$ cat config.mk
export PLATFORM = sky130hd
export DESIGN_NAME = robot_frame_scheduler_flat
export DESIGN_NICKNAME = d
export VERILOG_FILES = /design/src/rtl/robot_frame_if.sv /design/src/rtl/robot_frame_scheduler.sv /design/src/flat_wrapper.sv
export SDC_FILE = /design/constraint.sdc
export NUM_CORES = 1
export LEC_CHECK = 0
export BUFFER_PORTS_ARGS = -buffer_cell sky130_fd_sc_hd__buf_2
export CORE_MARGIN = 1.5
export CORE_UTILIZATION = 55
export CTS_CLUSTER_SIZE = 40
export DETAILED_ROUTE_END_ITERATION = 16
export GPL_ROUTABILITY_DRIVEN = 0
export HOLD_SLACK_MARGIN = 0.1
export PLACE_DENSITY = 0.73
export RECOVER_POWER = 50
export REMOVE_ABC_BUFFERS = 1
export SKIP_CTS_REPAIR_TIMING = 1
export SYNTH_ARGS = -nofsm -noshare
export SYNTH_HDL_FRONTEND = slang
export SYNTH_SLANG_ARGS = --single-unit
$ cat constraint.sdc
create_clock -name clock -period 3.7 [get_ports clock]
set_input_delay 0.555 -clock clock [delete_from_list [all_inputs] [get_ports clock]]
set_output_delay 0.555 -clock clock [all_outputs]
set_load 0.02 [all_outputs]
$ cat src/rtl/robot_frame_if.sv
// Handshake bundle between the robot frame scheduler and its neighbours
// (gamepad, VGA timing, robot FSM, map block, cursor editor).
`timescale 1ns/1ps
interface robot_frame_if;
    logic       v_sync;
    logic       auto_toggle;
    logic       step_req;
    logic       edit_req;
    logic       robot_cmd_valid;
    logic [1:0] robot_cmd;
    logic       map_done;
    logic       robot_tick;
    logic       map_cmd_valid;
    logic [1:0] map_cmd;
    logic       map_src;
    logic       edit_grant;
    logic       sensor_latch;
    logic       auto_mode;
    logic       err_timeout;

    modport master (
        output v_sync, auto_toggle, step_req, edit_req, robot_cmd_valid, robot_cmd, map_done,
        input  robot_tick, map_cmd_valid, map_cmd, map_src, edit_grant, sensor_latch,
               auto_mode, err_timeout
    );

    modport slave (
        input  v_sync, auto_toggle, step_req, edit_req, robot_cmd_valid, robot_cmd, map_done,
        output robot_tick, map_cmd_valid, map_cmd, map_src, edit_grant, sensor_latch,
               auto_mode, err_timeout
    );
endinterface

$ cat src/rtl/robot_frame_scheduler.sv
// Robot step sequencer: generates robot ticks (auto or manual), captures the robot
// command and arbitrates frame-aligned map writes between the robot and the editor.
`timescale 1ns/1ps
module robot_frame_scheduler #(
    parameter int AUTO_PERIOD = 30,
    parameter int PERIOD_W    = 6,
    parameter int TIMEOUT     = 15
) (
    input logic          clock,
    input logic          reset,
    robot_frame_if.slave bus
);

    typedef enum logic [2:0] {
        IDLE,
        TICK,
        WAIT_CMD,
        WAIT_FRAME,
        APPLY,
        LATCH
    } state_t;

    localparam logic [PERIOD_W-1:0] LAST_FRAME = PERIOD_W'(AUTO_PERIOD - 1);
    localparam logic [7:0]          LAST_WAIT  = 8'(TIMEOUT - 1);

    state_t              state_q;
    logic                v_sync_q;
    logic                auto_toggle_q;
    logic                step_req_q;
    logic [PERIOD_W-1:0] frame_cnt_q;
    logic [PERIOD_W-1:0] frame_cnt_d;
    logic                step_pend_q;
    logic                step_pend_d;
    logic [7:0]          wait_cnt_q;
    logic [1:0]          cmd_q;
    logic                robot_tick_q;
    logic                map_cmd_valid_q;
    logic [1:0]          map_cmd_q;
    logic                map_src_q;
    logic                edit_grant_q;
    logic                sensor_latch_q;
    logic                auto_mode_q;
    logic                err_timeout_q;

    logic frame_pulse;
    logic toggle_edge;
    logic step_edge;
    logic edit_win;

    assign frame_pulse = bus.v_sync & ~v_sync_q;
    assign toggle_edge = bus.auto_toggle & ~auto_toggle_q;
    assign step_edge   = bus.step_req & ~step_req_q;
    assign edit_win    = (state_q == IDLE) && bus.edit_req && frame_pulse;

    // Step generation; a pending step survives mode toggles and editor frames.
    always_comb begin
        frame_cnt_d = frame_cnt_q;
        step_pend_d = step_pend_q;
        if (auto_mode_q && frame_pulse) begin
            if (frame_cnt_q == LAST_FRAME) begin
                frame_cnt_d = '0;
                step_pend_d = 1'b1;
            end else begin
                frame_cnt_d = frame_cnt_q + PERIOD_W'(1);
            end
        end
        if (toggle_edge) begin
            frame_cnt_d = '0;
        end
        if (!auto_mode_q && step_edge) begin
            step_pend_d = 1'b1;
        end
        if ((state_q == IDLE) && !edit_win && step_pend_q) begin
            step_pend_d = 1'b0;
        end
    end

    always_ff @(posedge clock) begin
        if (reset) begin
            state_q         <= IDLE;
            v_sync_q        <= 1'b0;
            auto_toggle_q   <= 1'b0;
            step_req_q      <= 1'b0;
            frame_cnt_q     <= '0;
            step_pend_q     <= 1'b0;
            robot_tick_q    <= 1'b0;
            map_cmd_valid_q <= 1'b0;
            map_cmd_q       <= 2'b00;
            map_src_q       <= 1'b0;
            edit_grant_q    <= 1'b0;
            sensor_latch_q  <= 1'b0;
            auto_mode_q     <= 1'b0;
            err_timeout_q   <= 1'b0;
        end else begin
            v_sync_q       <= bus.v_sync;
            auto_toggle_q  <= bus.auto_toggle;
            step_req_q     <= bus.step_req;
            auto_mode_q    <= auto_mode_q ^ toggle_edge;
            frame_cnt_q    <= frame_cnt_d;
            step_pend_q    <= step_pend_d;
            robot_tick_q   <= 1'b0;
            edit_grant_q   <= 1'b0;
            sensor_latch_q <= 1'b0;

            case (state_q)
                IDLE: begin
                    if (edit_win) begin
                        state_q         <= APPLY;
                        map_src_q       <= 1'b1;
                        map_cmd_q       <= 2'b00;
                        map_cmd_valid_q <= 1'b1;
                        edit_grant_q    <= 1'b1;
                    end else if (step_pend_q) begin
                        state_q      <= TICK;
                        robot_tick_q <= 1'b1;
                    end
                end
                TICK: begin
                    state_q    <= WAIT_CMD;
                    wait_cnt_q <= 8'd0;
                end
                WAIT_CMD: begin
                    if (bus.robot_cmd_valid) begin
                        cmd_q   <= bus.robot_cmd;
                        state_q <= (bus.robot_cmd == 2'b00) ? IDLE : WAIT_FRAME;
                    end else if (wait_cnt_q == LAST_WAIT) begin
                        err_timeout_q <= 1'b1;
                        state_q       <= IDLE;
                    end else begin
                        wait_cnt_q <= wait_cnt_q + 8'd1;
                    end
                end
                WAIT_FRAME: begin
                    // Robot owns this frame edge even if the editor is also asking.
                    if (frame_pulse) begin
                        state_q         <= APPLY;
                        map_src_q       <= 1'b0;
                        map_cmd_q       <= cmd_q;
                        map_cmd_valid_q <= 1'b1;
                    end
                end
                APPLY: begin
                    if (bus.map_done) begin
                        state_q         <= LATCH;
                        map_cmd_valid_q <= 1'b0;
                        sensor_latch_q  <= 1'b1;
                    end
                end
                LATCH: begin
                    state_q <= IDLE;
                end
                default: begin
                    state_q <= IDLE;
                end
            endcase
        end
    end

    assign bus.robot_tick    = robot_tick_q;
    assign bus.map_cmd_valid = map_cmd_valid_q;
    assign bus.map_cmd       = map_cmd_q;
    assign bus.map_src       = map_src_q;
    assign bus.edit_grant    = edit_grant_q;
    assign bus.sensor_latch  = sensor_latch_q;
    assign bus.auto_mode     = auto_mode_q;
    assign bus.err_timeout   = err_timeout_q;

endmodule
$ cat src/flat_wrapper.sv
// flat-port wrapper written by rule: the top's interface ports become plain ports
module robot_frame_scheduler_flat 
#(
    parameter int AUTO_PERIOD = 30,
    parameter int PERIOD_W    = 6,
    parameter int TIMEOUT     = 15
)
  (clock, reset, bus_v_sync, bus_auto_toggle, bus_step_req, bus_edit_req, bus_robot_cmd_valid, bus_robot_cmd, bus_map_done, bus_robot_tick, bus_map_cmd_valid, bus_map_cmd, bus_map_src, bus_edit_grant, bus_sensor_latch, bus_auto_mode, bus_err_timeout);
  robot_frame_if bus_i ();
  input logic clock;
  input logic reset;
  input wire logic [$bits(bus_i.v_sync)-1:0] bus_v_sync;
  input wire logic [$bits(bus_i.auto_toggle)-1:0] bus_auto_toggle;
  input wire logic [$bits(bus_i.step_req)-1:0] bus_step_req;
  input wire logic [$bits(bus_i.edit_req)-1:0] bus_edit_req;
  input wire logic [$bits(bus_i.robot_cmd_valid)-1:0] bus_robot_cmd_valid;
  input wire logic [$bits(bus_i.robot_cmd)-1:0] bus_robot_cmd;
  input wire logic [$bits(bus_i.map_done)-1:0] bus_map_done;
  output wire logic [$bits(bus_i.robot_tick)-1:0] bus_robot_tick;
  output wire logic [$bits(bus_i.map_cmd_valid)-1:0] bus_map_cmd_valid;
  output wire logic [$bits(bus_i.map_cmd)-1:0] bus_map_cmd;
  output wire logic [$bits(bus_i.map_src)-1:0] bus_map_src;
  output wire logic [$bits(bus_i.edit_grant)-1:0] bus_edit_grant;
  output wire logic [$bits(bus_i.sensor_latch)-1:0] bus_sensor_latch;
  output wire logic [$bits(bus_i.auto_mode)-1:0] bus_auto_mode;
  output wire logic [$bits(bus_i.err_timeout)-1:0] bus_err_timeout;
  assign bus_i.v_sync = bus_v_sync;
  assign bus_i.auto_toggle = bus_auto_toggle;
  assign bus_i.step_req = bus_step_req;
  assign bus_i.edit_req = bus_edit_req;
  assign bus_i.robot_cmd_valid = bus_robot_cmd_valid;
  assign bus_i.robot_cmd = bus_robot_cmd;
  assign bus_i.map_done = bus_map_done;
  assign bus_robot_tick = bus_i.robot_tick;
  assign bus_map_cmd_valid = bus_i.map_cmd_valid;
  assign bus_map_cmd = bus_i.map_cmd;
  assign bus_map_src = bus_i.map_src;
  assign bus_edit_grant = bus_i.edit_grant;
  assign bus_sensor_latch = bus_i.sensor_latch;
  assign bus_auto_mode = bus_i.auto_mode;
  assign bus_err_timeout = bus_i.err_timeout;
  robot_frame_scheduler #(.AUTO_PERIOD(AUTO_PERIOD), .PERIOD_W(PERIOD_W), .TIMEOUT(TIMEOUT)) u_core (.clock(clock), .reset(reset), .bus(bus_i));
endmodule
Word level (Yosys, flattened, before mapping)
Cells that the tools add are included.

storage, ports and cells
  register bits after elaboration = 32
  input bits = 10
  output and inout port bits = 9
  logic and storage cells = 96

operators by class
  add/sub/neg operators = 2
  eq/ne operators = 13
  multiplexer cells = 27
  bitwise gates (word level) = 11
  reductions and logical operators = 27

operators by type and width
  cell                   number
  $mux W3                6
  $mux W8                2
  $pmux W8 S2            1
  $pmux W3 S5            1
  $reduce_and A4 Y1      3
  $mux W1                10
  $reduce_and A3 Y1      3
  $add A8 B1 Y8 const B  1
  $eq A8 B4 Y1 const B   1
  $reduce_bool A2 Y1     4
  $reduce_or A2 Y1       4
  $not A1 Y1             7
  $add A6 B1 Y6 const B  1
  $eq A3 B2 Y1 const B   2
  $eq A6 B5 Y1 const B   1
  $logic_and A1 B1 Y1    6
  $mux W2                3
  $mux W6                1
  $ne A2 B2 Y1 const B   3
  $ne A2 B1 Y1 const B   2
  $pmux W2 S2            1
  $and A1 B1 Y1          3
  $eq A3 B1 Y1 const B   1
  $eq A3 B3 Y1 const B   1
  other kinds (11)       12

Logic depth before layout (Yosys ltp)
  depth after elaboration = 7
  gate-level depth with buffers = 5
  mapped depth without buffers = 5

Worst setup path before layout
Ideal clock, no wire load.

  kind = register to register
  start point = register u_core.wait_cnt_q[2]
  end point = register u_core.wait_cnt_q[0], enable pin
  library setup time = 385 ps
  arrival = 1,568 ps
  path slack = 1,747 ps
  cell stages (with the launch flop) = 4
  path buffers = 0
  period minus slack after synthesis = 1,953 ps
  path through = edfxtp_1 > and2_1 > a311o_1 > a21boi_0

between the ends
  longest elaborated chain between the ends = 3

RTL lines
  what                         line                          source
  from (decl)                  robot_frame_scheduler.sv:34   logic [7:0] wait_cnt_q;
  from (signal assigned)       robot_frame_scheduler.sv:130  wait_cnt_q <= wait_cnt_q + 8'd1;
  $eq A8 B4 Y1                 robot_frame_scheduler.sv:126  end else if (wait_cnt_q == LAST_WAIT) begin
  $ne A2 B2 Y1 (no line)       -
  $reduce_and A4 Y1 (no line)  -

No other way between the ends.
A chain may end at the register's enable or synchronous reset.

Final worst setup path
  start point = register u_core.wait_cnt_q[2]
  end point = register u_core.wait_cnt_q[6], enable pin

The elaborated chain is that of the path after synthesis.

==> impl_metrics.prom <==
# TYPE chip_impl_metric gauge
chip_impl_metric{name="routed_wirelength",unit="mm"} 2.80
chip_impl_metric{name="htree_num_levels",unit=""} 2
chip_impl_metric{name="synthSimpleGateAreaFrac",unit="%"} 26.0
chip_impl_info{name="hold_path.class",value="input port to flip-flop"} 1
chip_impl_metric{name="antenna_cells",unit=""} 0
chip_impl_metric{name="drc",unit=""} 0
chip_impl_metric{name="skew_pair_late_insertion_delay",unit="ns"} 0.34
chip_impl_metric{name="layout.area.seq",unit="sq um"} 741
chip_impl_metric{name="path_max_fanout",unit=""} 8
chip_impl_metric{name="route.antenna.remaining_nets",unit=""} 0
chip_impl_metric{name="maxClockFrequency",unit="GHz"} 0.455
chip_impl_metric{name="hpwl",unit="mm"} 2.05
chip_impl_metric{name="clock_sink_count",unit=""} 32
chip_impl_metric{name="post-route-worst-setup-slack",unit="ns"} 1.50
chip_impl_info{name="yosys_most_used_dff",value="dfxtp_1"} 1
chip_impl_metric{name="grt_util_all_layers",unit="%"} 20.9
chip_impl_metric{name="post_drt_wl_per_cell",unit="um"} 13.7
chip_impl_metric{name="nFillCells",unit=""} 219
chip_impl_metric{name="placed_cells_incl_taps",unit=""} 196
chip_impl_metric{name="grt_antenna_before_repair",unit=""} 0
chip_impl_metric{name="synth_adder_area_share",unit="%"} 3.31
chip_impl_metric{name="cts_buffers",unit=""} 5
chip_impl_metric{name="totalNegativeSetupSlack",unit="ns"} 0
chip_impl_info{name="synth.top_cells.by_area",value="dfxtp_1 29%, edfxtp_1 20%, nor2_1 3.5%"} 1
chip_impl_metric{name="synth.yosys.warnings",unit=""} 0
chip_impl_metric{name="grt_start_max_net_pins",unit=""} 16
chip_impl_metric{name="powerDensity",unit="mW/mm^2"} 462
chip_impl_metric{name="syn-cell-area",unit="sq mm"} 0.00151
chip_impl_metric{name="yosys-mux-area-fraction",unit="%"} 0
chip_impl_metric{name="worst_clock_skew",unit="ns"} 0.00417
chip_impl_metric{name="fin_crit",unit="ns"} 2.20
chip_impl_metric{name="drive_gt1_share",unit="%"} 13.2
chip_impl_info{name="timing.critical_path.slowest_stage_cell",value="a21boi_0"} 1
chip_impl_metric{name="leakagePower",unit="nW"} 0.622
chip_impl_info{name="rsz0062_at_grt",value="no"} 1
chip_impl_metric{name="setup_viol",unit=""} 0
chip_impl_metric{name="max_cap_violations",unit=""} 0
chip_impl_info{name="critical_path_endpoint_category",value="flip-flop"} 1
chip_impl_metric{name="die_width",unit="um"} 55.4
chip_impl_metric{name="ys_types",unit=""} 51
chip_impl_metric{name="min_period_over_period",unit="%"} 59.4
chip_impl_info{name="synth_top_area_cell",value="dfxtp_1"} 1
chip_impl_metric{name="stdcell_count",unit=""} 204
chip_impl_metric{name="core_area",unit="sq mm"} 0.00254
chip_impl_info{name="cp_cell_sequence",value="and2_1, a311o_1, a21boi_0"} 1
chip_impl_metric{name="transition_time_of_the_tightest_slew_check_pin",unit="ns"} 1.10
chip_impl_metric{name="dr_total_vias",unit=""} 1184
chip_impl_metric{name="drt-initial-drc-count",unit=""} 31
chip_impl_info{name="clock_tree.root_cell",value="clkbuf_4"} 1
chip_impl_metric{name="via_count_of_the_first_global_routing_pass",unit=""} 1167
chip_impl_info{name="run_status",value="completed"} 1
chip_impl_info{name="tritoncts",value="yes"} 1
chip_impl_metric{name="numPortBuffers",unit=""} 18
chip_impl_metric{name="finalNetCount",unit=""} 187
chip_impl_metric{name="grt_remaining_overflow",unit=""} 0
chip_impl_metric{name="path_clk_slew",unit="ns"} 0.09
chip_impl_metric{name="maxSlewHeadroom",unit="%"} 26.2
chip_impl_metric{name="die_height",unit="um"} 55.4
chip_impl_metric{name="avgSynthCellArea",unit="sq um"} 9.88
chip_impl_metric{name="critical-path-max-stage-delay",unit="ns"} 0.84
chip_impl_metric{name="final-max-slew-violation-count",unit=""} 0
chip_impl_metric{name="netlist_instances",unit=""} 153
chip_impl_metric{name="synth_compound_gate_area_share",unit="%"} 15.2
chip_impl_metric{name="area_growth_syn_to_layout",unit="%"} 9.35
chip_impl_metric{name="synth.top_cell.area_share",unit="%"} 29.1
chip_impl_metric{name="fin_worst_hold_slack",unit="ns"} 0.399
chip_impl_metric{name="clockBufferDepth",unit=""} 2
chip_impl_metric{name="multi_input_area",unit="sq um"} 709
chip_impl_metric{name="avg_vias_per_cell",unit=""} 5.80
chip_impl_metric{name="dr.pass1.iters",unit=""} 4
chip_impl_metric{name="hold_viol",unit=""} 0
chip_impl_metric{name="vdd_drop_max",unit="V"} 0.000353
chip_impl_metric{name="dieArea",unit="sq mm"} 0.00307
chip_impl_metric{name="grt_pass1_wl",unit="mm"} 5.04
chip_impl_metric{name="synth-seq-area-share",unit="%"} 49.0
chip_impl_metric{name="synth.ff_latch_count",unit=""} 32
chip_impl_metric{name="synth_edf_count",unit=""} 10
chip_impl_info{name="worst_setup_path_start_kind",value="flip-flop"} 1
chip_impl_metric{name="initial_core_util",unit="%"} 59.4
chip_impl_metric{name="async_reset_ff_share",unit="%"} 0
chip_impl_info{name="most-common-layout-cells",value="22 x dfxtp_1, 14 x nor2_1, 13 x buf_2, 12 x nand2_1, 10 x edfxtp_1"} 1
chip_impl_metric{name="worst-endpoint-required",unit="ns"} 3.66
chip_impl_metric{name="cell_row_count",unit=""} 18
chip_impl_metric{name="total_power",unit="W"} 0.000764
chip_impl_info{name="critical_path_class",value="flip-flop to flip-flop"} 1
chip_impl_info{name="largest_family_of_logic_cells_by_synthesized_area",value="simple AND/OR/NAND/NOR gates"} 1
chip_impl_info{name="final_common_cell",value="dfxtp_1"} 1
chip_impl_metric{name="io_pins",unit=""} 19
chip_impl_metric{name="dp_slack",unit="ns"} 1.38
chip_impl_metric{name="synth_xor_xnor_area_share",unit="%"} 2.90
chip_impl_metric{name="critical_path_arrival",unit="ns"} 2.16
[power breakdown]
part           switching [W]  internal (W)
Clock               0.000114     0.0000936
Sequential         0.0000346      0.000395
Combinational      0.0000733     0.0000530
Total               0.000222      0.000541
[logic make-up after synthesis]
logic type / count (synthesis)
compound gates: 33
simple gates: 68
buf+inv: 11
fa+ha+maj: 4
xor+xnor: 5
flops: 32
[path summary, 6_finish.rpt]
kind | end | from | cells after the start | slack [ns]
hold reg to reg | u_core.bus.map_cmd[1] | u_core.bus.map_cmd[1] | 2 | 0.47
hold / removal | u_core.cmd_q[0] | bus_robot_cmd[0] | 1 | 0.40
setup / recovery | u_core.wait_cnt_q[6] | u_core.wait_cnt_q[2] | 3 | 1.50
setup reg to reg | u_core.wait_cnt_q[6] | u_core.wait_cnt_q[2] | 3 | 1.50
[critical path: cells and delay by family (launching register included)]
| kind | cells | cell delay [ns] |
|---|---|---|
| compound gates | 2 | 1.14 |
| flops | 1 | 0.46 |
| simple gates | 1 | 0.22 |
[per-layer routing]
layer / routed length, um / part of all wire, % / vias up / track usage, %
li1: - / - / 606 / -
met1: 1250 / 45 / 538 / 25.3
met2: 1330 / 48 / 34 / 33.2
met3: 150 / 5.3 / 6 / 5.39
met4: 71 / 2.5 / 0 / 12.5
met5: 0 / 0 / - / 0
[flip-flops by register name, indices dropped and copies added, names as in the netlist]
signal and cells:
u_core.bus.err_timeout 1, u_core.bus.sensor_latch 1, u_core.auto_toggle_q 1, u_core.frame_cnt_q 6, u_core.bus.auto_mode 1, u_core.bus.robot_tick 1
u_core.wait_cnt_q 8, u_core.bus.map_cmd 2, u_core.step_pend_q 1, u_core.step_req_q 1, u_core.bus.edit_grant 1, u_core.bus.map_src 1
u_core.bus.map_cmd_valid 1, u_core.cmd_q 2, u_core.state_q 3, u_core.v_sync_q 1
[synthesized netlist by cell type (2+ instances only)]
cell      instances
a31oi_1           2
inv_1             6
nand2b_1          3
nand3b_1          3
nor2_1           14
nor3_1            2
nor3b_1           3
a21oi_1           8
and2_1            2
a311o_1           2
dfxtp_1          22
edfxtp_1         10
xor2_1            3
o21ai_0           7
clkbuf_1          2
or3_1             4
ha_1              4
o31ai_1           2
or4_1             2
nand2_1          12
xnor2_1           2
nand4_1           2
nand3_1           6
nor2b_1           3
[per-stage QoR]
stage                     instance area, sq um  util (%)
after global placement                    1610      63.2
after CTS                                 1670      65.5
after floorplan                           1480         -
after detailed placement                  1610      63.2
final                                     1650      64.9
after global routing                      1650      64.9
[layout make-up]
type                       instances  share of cell area, %
clock buffer                       8                   3.56
inverter                           6                   1.36
multi-input combinational        110                   42.9
sequential                        32                   44.8
tap                               30                   2.27
timing repair buffer              18                   5.07
Power figures use the tool's default switching activity.
